### config.mk
export PLATFORM = sky130hd
export DESIGN_NAME = tl_fragmenter_client_arbiter
export DESIGN_NICKNAME = d
export VERILOG_FILES = /design/src/rtl/tl_fragmenter_client_arbiter_pkg.sv /design/src/rtl/tl_fragmenter_client_arbiter_rr_arbiter.sv /design/src/rtl/tl_fragmenter_client_arbiter.sv
export SDC_FILE = /design/constraint.sdc
export NUM_CORES = 1
export LEC_CHECK = 0
export CAP_MARGIN = 20
export CORE_AREA = 4 4 101 103
export CTS_CLUSTER_SIZE = 16
export DETAILED_ROUTE_END_ITERATION = 10
export DIE_AREA = 0 0 105 107
export PLACE_DENSITY_LB_ADDON = 0.15
export SLEW_MARGIN = 20
export SYNTH_ARGS = -nofsm -noshare
export SYNTH_HDL_FRONTEND = slang
export SYNTH_SLANG_ARGS = --single-unit
### constraint.sdc
create_clock -name clock -period 5.55 [get_ports clock]
set_clock_uncertainty 0.15 [all_clocks]
set_input_delay 1.11 -clock clock [delete_from_list [all_inputs] [get_ports clock]]
set_output_delay 1.11 -clock clock [all_outputs]
set_load 0.01 [all_outputs]
### src/rtl/tl_fragmenter_client_arbiter_pkg.sv
// Shared definitions for the fragmenter client arbiter.
//   - TileLink A opcode constant for Get (the only A message this port carries)
//   - beat geometry (8-byte beats) and the manager-side source width
//   - beats_from_size(): number of D beats a response of a given size spans
package tl_frag_arb_pkg;

  localparam logic [2:0] OP_GET          = 3'd4;
  localparam int         BEAT_BYTES_LOG2 = 3;
  // Manager source = {client index tag, client source}.
  localparam int         MGR_SRC_W       = 3;
  // Wide enough for the largest TileLink size (2^7 bytes = 16 beats).
  localparam int         BEATS_W         = 5;

  function automatic logic [BEATS_W-1:0] beats_from_size(input logic [2:0] size);
    if (size <= 3'(BEAT_BYTES_LOG2)) begin
      return 5'd1;
    end
    return 5'd1 << (size - 3'(BEAT_BYTES_LOG2));
  endfunction

endpackage

### src/rtl/tl_fragmenter_client_arbiter_rr_arbiter.sv
// N-way round-robin arbiter with eligibility mask and grant lock.
//   req_i        per-requester request (used only for the locked requester)
//   elig_i       per-requester eligibility for the round-robin scan
//   ptr_i        highest-priority index for this cycle's scan
//   lock_i       when set, grant is forced to lock_idx_i
//   lock_idx_i   requester held by the lock
//   grant_oh_o   one-hot grant
//   grant_idx_o  binary grant index (0 when nothing granted)
//   grant_vld_o  a grant exists this cycle
module rr_arbiter #(
  parameter int N     = 2,
  parameter int IDX_W = 1
) (
  input  logic [N-1:0]     req_i,
  input  logic [N-1:0]     elig_i,
  input  logic [IDX_W-1:0] ptr_i,
  input  logic             lock_i,
  input  logic [IDX_W-1:0] lock_idx_i,
  output logic [N-1:0]     grant_oh_o,
  output logic [IDX_W-1:0] grant_idx_o,
  output logic             grant_vld_o
);

  logic [IDX_W-1:0] cand;

  always_comb begin
    grant_vld_o = 1'b0;
    grant_idx_o = '0;
    cand        = '0;
    if (lock_i) begin
      // The locked requester already passed eligibility when the lock formed.
      grant_vld_o = req_i[lock_idx_i];
      grant_idx_o = lock_idx_i;
    end else begin
      for (int k = 0; k < N; k++) begin
        // N is a power of two, so the IDX_W-bit add wraps modulo N.
        cand = ptr_i + IDX_W'(k);
        if (!grant_vld_o && elig_i[cand]) begin
          grant_vld_o = 1'b1;
          grant_idx_o = cand;
        end
      end
    end
    grant_oh_o = '0;
    if (grant_vld_o) begin
      grant_oh_o[grant_idx_o] = 1'b1;
    end
  end

endmodule

### src/rtl/tl_fragmenter_client_arbiter.sv
// Shares one TileLink Get-only A / D port among NUM_CLIENTS masters.
//   clock, reset         single clock, synchronous active-high reset
//   c_a_*                per-client A channel (packed, client i at slice i)
//   c_d_valid/c_d_ready  per-client D handshake; c_d_size/source/data broadcast
//   m_a_*                A channel towards the fragmenter, source tagged with client index
//   m_d_*                D channel from the fragmenter, routed by source tag
module tl_fragmenter_client_arbiter
  import tl_frag_arb_pkg::*;
#(
  parameter int NUM_CLIENTS     = 2,
  parameter int CLIENT_SRC_W    = 2,
  parameter int MAX_OUTSTANDING = 4,
  parameter int ADDR_W          = 17,
  parameter int DATA_W          = 64
) (
  input  logic                                clock,
  input  logic                                reset,
  input  logic [NUM_CLIENTS-1:0]              c_a_valid,
  output logic [NUM_CLIENTS-1:0]              c_a_ready,
  input  logic [NUM_CLIENTS*3-1:0]            c_a_opcode,
  input  logic [NUM_CLIENTS*3-1:0]            c_a_param,
  input  logic [NUM_CLIENTS*3-1:0]            c_a_size,
  input  logic [NUM_CLIENTS*CLIENT_SRC_W-1:0] c_a_source,
  input  logic [NUM_CLIENTS*ADDR_W-1:0]       c_a_address,
  input  logic [NUM_CLIENTS*8-1:0]            c_a_mask,
  input  logic [NUM_CLIENTS-1:0]              c_a_corrupt,
  output logic [NUM_CLIENTS-1:0]              c_d_valid,
  input  logic [NUM_CLIENTS-1:0]              c_d_ready,
  output logic [2:0]                          c_d_size,
  output logic [CLIENT_SRC_W-1:0]             c_d_source,
  output logic [DATA_W-1:0]                   c_d_data,
  output logic                                m_a_valid,
  input  logic                                m_a_ready,
  output logic [2:0]                          m_a_opcode,
  output logic [2:0]                          m_a_param,
  output logic [2:0]                          m_a_size,
  output logic [MGR_SRC_W-1:0]                m_a_source,
  output logic [ADDR_W-1:0]                   m_a_address,
  output logic [7:0]                          m_a_mask,
  output logic                                m_a_corrupt,
  input  logic                                m_d_valid,
  output logic                                m_d_ready,
  input  logic [2:0]                          m_d_size,
  input  logic [MGR_SRC_W-1:0]                m_d_source,
  input  logic [DATA_W-1:0]                   m_d_data
);

  localparam int IDX_W = $clog2(NUM_CLIENTS);
  localparam int CNT_W = $clog2(MAX_OUTSTANDING + 1);

  logic [IDX_W-1:0]                   rr_ptr_q, rr_ptr_d;
  logic                               lock_q, lock_d;
  logic [IDX_W-1:0]                   lock_idx_q, lock_idx_d;
  logic [BEATS_W-1:0]                 beats_left_q, beats_left_d;
  logic                               in_d_burst_q, in_d_burst_d;
  logic [NUM_CLIENTS-1:0][CNT_W-1:0]  outstanding_q, outstanding_d;

  logic [NUM_CLIENTS-1:0] elig, grant_oh, cnt_inc, cnt_dec;
  logic [IDX_W-1:0]       grant_idx, d_idx;
  logic                   grant_vld, a_fire, d_fire, d_last;
  logic [BEATS_W-1:0]     d_beats;

  generate
    for (genvar gi = 0; gi < NUM_CLIENTS; gi++) begin : g_client
      assign elig[gi]      = c_a_valid[gi] && (outstanding_q[gi] < CNT_W'(MAX_OUTSTANDING));
      assign c_a_ready[gi] = !reset && m_a_ready && grant_oh[gi];
      assign c_d_valid[gi] = !reset && m_d_valid && (d_idx == IDX_W'(gi));
      assign cnt_inc[gi]   = a_fire && (grant_idx == IDX_W'(gi));
      assign cnt_dec[gi]   = d_fire && d_last && (d_idx == IDX_W'(gi));
    end
  endgenerate

  rr_arbiter #(.N(NUM_CLIENTS), .IDX_W(IDX_W)) u_rr (
    .req_i       (c_a_valid),
    .elig_i      (elig),
    .ptr_i       (rr_ptr_q),
    .lock_i      (lock_q),
    .lock_idx_i  (lock_idx_q),
    .grant_oh_o  (grant_oh),
    .grant_idx_o (grant_idx),
    .grant_vld_o (grant_vld)
  );

  // A path: pure mux of the granted client, zero latency.
  assign m_a_valid   = !reset && grant_vld;
  assign m_a_opcode  = c_a_opcode[grant_idx*3 +: 3];
  assign m_a_param   = c_a_param[grant_idx*3 +: 3];
  assign m_a_size    = c_a_size[grant_idx*3 +: 3];
  assign m_a_source  = {grant_idx, c_a_source[grant_idx*CLIENT_SRC_W +: CLIENT_SRC_W]};
  assign m_a_address = c_a_address[grant_idx*ADDR_W +: ADDR_W];
  assign m_a_mask    = c_a_mask[grant_idx*8 +: 8];
  assign m_a_corrupt = c_a_corrupt[grant_idx];
  assign a_fire      = m_a_valid && m_a_ready;

  // D path: route by the tag bits at the top of the manager source.
  assign d_idx      = m_d_source[MGR_SRC_W-1 -: IDX_W];
  assign m_d_ready  = !reset && c_d_ready[d_idx];
  assign c_d_size   = m_d_size;
  assign c_d_source = m_d_source[CLIENT_SRC_W-1:0];
  assign c_d_data   = m_d_data;
  assign d_fire     = m_d_valid && m_d_ready;
  assign d_beats    = beats_from_size(m_d_size);
  assign d_last     = in_d_burst_q ? (beats_left_q == '0) : (d_beats == 5'd1);

  always_comb begin
    rr_ptr_d     = rr_ptr_q;
    lock_d       = lock_q;
    lock_idx_d   = lock_idx_q;
    beats_left_d = beats_left_q;
    in_d_burst_d = in_d_burst_q;

    if (a_fire) begin
      rr_ptr_d = grant_idx + IDX_W'(1);
      lock_d   = 1'b0;
    end else if (m_a_valid) begin
      // Stalled offer: hold the same client until it fires.
      lock_d     = 1'b1;
      lock_idx_d = grant_idx;
    end

    if (d_fire) begin
      if (!in_d_burst_q) begin
        if (d_beats != 5'd1) begin
          beats_left_d = d_beats - 5'd2;
          in_d_burst_d = 1'b1;
        end
      end else if (beats_left_q == '0) begin
        in_d_burst_d = 1'b0;
      end else begin
        beats_left_d = beats_left_q - 5'd1;
      end
    end

    outstanding_d = outstanding_q;
    for (int i = 0; i < NUM_CLIENTS; i++) begin
      case ({cnt_inc[i], cnt_dec[i]})
        2'b10:   outstanding_d[i] = outstanding_q[i] + CNT_W'(1);
        2'b01:   outstanding_d[i] = outstanding_q[i] - CNT_W'(1);
        default: outstanding_d[i] = outstanding_q[i];
      endcase
    end
  end

  always_ff @(posedge clock) begin
    if (reset) begin
      rr_ptr_q      <= '0;
      lock_q        <= 1'b0;
      lock_idx_q    <= '0;
      beats_left_q  <= '0;
      in_d_burst_q  <= 1'b0;
      outstanding_q <= '0;
    end else begin
      rr_ptr_q      <= rr_ptr_d;
      lock_q        <= lock_d;
      lock_idx_q    <= lock_idx_d;
      beats_left_q  <= beats_left_d;
      in_d_burst_q  <= in_d_burst_d;
      outstanding_q <= outstanding_d;
    end
  end

endmodule
==> PnR_summary.wiki <==
{| class="wikitable"
! Metric !! Value
|-
| Outcome || complete, no violations
|-
| Peak Freq || 0.2165 GHz
|-
| Crit path arrival time || between 3000 and 4000 ps
|-
| Setup repair bufs after CTS || 0
|-
| Final period demand of the worst path || approximately 4600 ps
|-
| Total negative slack for setup checks || 0 ps
|-
| Core Box Area || a little over 9000 um^2
|-
| Area of the multi-input gates || just over 1000 um^2
|-
| TritonCTS clock tree || built
|-
| Number of standard-cell rows in the floorplan || 35
|-
| Count of final max-slew check failures || 0
|-
| Hold Path Class || flop to flop
|-
| Count of state elements after synthesis || 15
|-
| Nets || 460
|-
| Number of sinks on the clock net || 15
|-
| Number of H-tree levels || 1
|-
| Via count || roughly 1700
|-
| Number of library cell types mapped by synthesis || 34
|-
| PD cells || about 150 nW/um^2
|-
| P_int || 0.0003109 W
|-
| Critical Path End Type || primary output
|-
| Finish-stage setup viols || 0
|-
| Vias in the first global route || between 1500 and 2000
|-
| Insertion delay of the later-clocked pin in the worst-skew pair || between 200 and 300 ps
|-
| Fraction of the cycle the final worst path needs || 0.8323
|-
| Instance area after placement || 2880 um^2
|-
| Non-filler instance count after layout || 411
|-
| Total global routing track utilization || 0.09727
|-
| Setup repair after global routing missed its margin || no
|-
| Worst IR drop on VDD || around 0.000066 V
|-
| Drt total wl || about 6000 um
|-
| Hold Crit Start || rr_ptr_q
|-
| Initial detailed-routing violation count || 76
|-
| Required time of the critical path || 4290 ps
|-
| Antenna Diode Count || 0
|-
| Post_cts resized || 0
|-
| Fraction of the yosys area taken by sequential cells || 0.1546
|-
| IO Port Bufs || between 100 and 150
|-
| Critical path type || input port to primary output
|-
| Synthesis warning total || 0
|-
| Die height || approximately 110 um
|-
| Post-route cell area || approximately 2900 um^2
|-
| Hold-fix buffers at CTS || 0
|-
| Final estimated routing congestion in global placement || around 0.7
|-
| Total die area || around 11000 um^2
|-
| Gate Count Post-Synth || between 200 and 250
|-
| Total congestion overflow || 0
|-
| Total instance count after detailed placement || a little over 400
|-
| Detailed Place HPWL || 5059 um
|-
| Layout overhead on the synthesized area || 50.71%
|-
| Total area of sequential cells || about 300 um^2
|-
| Kind of launch point of the worst setup path || input port
|-
| Share of power burned in combinational logic || 0.519
|-
| Largest driver fanout on the critical path || 33
|-
| Number of antenna-violating nets in the routed design || 0
|-
| Maximum capacitance violations || 0
|-
| Number of antenna violations at the first check in global routing || 0
|-
| Starting utilization of the core area || 0.2112
|-
| Startpoint of the lowest-slack register-to-register path || outstanding_q[5]
|-
| Mean Syn Cell Area || 8.125 um^2
|-
| First-pass GRT wire length || a little under 9000 um
|-
| Net Sw Frac || 0.2910
|-
| Cell at the root of the clock tree || clkbuf_8
|-
| Transition at the pin with the smallest max-transition slack || 496.0 ps
|-
| Cts bufs inserted || 3
|-
| Final count of hold timing violations || 0
|-
| Share of power burned in registers || 0.270
|-
| DRC errors left || 0
|-
| Clock-pin slew on the worst setup and hold paths || 70 ps
|-
| Net switching power of the design || ~0.00013 W
|-
| Netlist Area Pre-Place || slightly below 2000 um^2
|-
| Mapped Nets || 398
|-
| Largest net degree at the start of global routing || 34
|-
| Die boundary width || 105 um
|-
| Clock group share of total power || 0.211
|-
| Via density || around 4.1
|-
| Static leakage || roughly 1.1 nW
|-
| Final total power || about 0.00044 W
|-
| First-pass detailed-route iteration total || 2
|-
| Share of layout cells above drive strength 1 || 0.1467
|-
| Timing startpoint of the critical path || c_a_valid[1]
|-
| Post-detailed-route wirelength per cell || between 10 and 15 um
|-
| Final Core Density || 0.3182
|-
| FILL cells || between 900 and 1000
|-
| Max-slew headroom at the worst pin || 0.6693
|-
| Maximum clock insertion buffer count || 2
|-
| Number of I/O pins || approximately 270
|}
## synthesized netlist by cell type
cell	n	share of area
nor2b_1	3	0.0097
clkbuf_1	2	0.0039
ha_1	5	0.032
nor2_1	16	0.031
nand4_1	2	0.0064
dfxtp_1	15	0.15
a21oi_1	10	0.026
inv_1	18	0.035
xor2_1	4	0.018
mux2_2	34	0.20
nand3_1	2	0.0052
a211o_1	2	0.0090
and4b_1	1	0.0052
buf_4	70	0.27
mux2_1	3	0.017
and2_1	3	0.0097
nand2b_1	4	0.013
a21oi_2	1	0.0045
nand2_1	10	0.019
o32ai_1	1	0.0045
buf_2	5	0.013
fa_1	2	0.021
a31oi_1	3	0.0097
o31a_1	1	0.0045
o21ai_0	5	0.013
o21bai_1	1	0.0039
o31ai_2	1	0.0064
nand4b_1	1	0.0045
mux2i_1	2	0.010
or3_1	4	0.013
nor3_1	4	0.010
nor2_4	1	0.0058
or3b_4	1	0.0058
a21boi_0	2	0.0077
## worst max-delay path: stages
cell	delay, ps
clkdlybuf4s50_1	480
nand2b_1	110
o31ai_4	490
buf_12	270
mux2_2	380
clkdlybuf4s50_1	500
## state kept, by name, indices dropped and copies added (netlist names)
register and cells:
beats_left_q 5, in_d_burst_q 1, lock_idx_q 1, lock_q 1
outstanding_q 6, rr_ptr_q 1
## per-layer routing
metal | GRT usage | routed length (um) | vias up
met5 | 0 | 0 | -
met4 | 0.02062 | 57 | 0
met3 | 0.02950 | 437 | 14
met2 | 0.1783 | 3193 | 75
met1 | 0.1111 | 2291 | 757
li1 | - | - | 846
## stage by stage
step                      hold slack (ps)  setup slack, ps
after global placement              309.1            896.0
after global routing                363.9            799.7
final                               326.0            930.8
after CTS                           322.8            879.8
after floorplan                     286.7             1846
after detailed placement            305.8            886.1
## cells by family (layout without fill, tap and decap cells)
| kind of cell | after synthesis | after routing | synth area share |
|---|---|---|---|
| xor gates and xnor gates | 4 | 4 | 0.01804 |
| AOI/OAI and AO/OA | 27 | 27 | 0.08892 |
| adders and majority gates | 7 | 7 | 0.05284 |
| and+or+nand+nor | 52 | 52 | 0.1385 |
| muxes | 39 | 39 | 0.2249 |
| DFF | 15 | 15 | 0.1546 |
| buffers and inverters | 95 | 156 | 0.3222 |
## path summary, 6_finish.rpt
check | end | cells after the start | slack (ps)
worst max-delay path | m_a_opcode[0] | 6 | 930
worst min-delay path | rr_ptr_q | 2 | 330
worst max register to register | outstanding_q[2] | 11 | 2690
worst min register to register | rr_ptr_q | 2 | 330
## cells in the final DEF (no fill, tap or decap)
master,n
clkdlybuf4s50_1,132
mux2_2,34
inv_1,18
nor2_1,16
dfxtp_1,15
nand2_1,10
a21oi_1,10
o21ai_0,5
ha_1,5
nand2b_1,4
or3_1,4
nor3_1,4
xor2_1,4
nor2b_1,3
and2_1,3
a31oi_1,3
mux2_1,3
clkbuf_8,3
mux2i_1,2
a211o_1,2
a21boi_0,2
nand3_1,2
nand4_1,2
fa_1,2
o31ai_4,1
or3b_4,1
and4b_1,1
nand4b_1,1
nor2_4,1
o32ai_1,1
o31a_1,1
o21bai_1,1
a21oi_2,1
clkinv_2,1
buf_12,1
buf_4,1
## cell type report
type                    instances  share of cell area
repair buffers                134              0.4609
multi-input cells             129              0.3501
flip-flops and latches         15              0.1026
well taps                     111             0.04746
inverters                      18             0.02309
clock buffers                   3             0.01411
clock inverters                 1            0.001710
## power by group through the flow
stage / clock network, W / registers [W] / logic (W)
after global routing: 0.000100 / 0.000120 / 0.000246
after global placement: 0 / 0.000121 / 0.000230
final: 0.0000924 / 0.000119 / 0.000228
after detailed placement: 0 / 0.000121 / 0.000230
after floorplan: 0 / 0.000119 / 0.000145
after CTS: 0.0000967 / 0.000118 / 0.000231
Note: power is estimated with default switching activity, not from simulation.
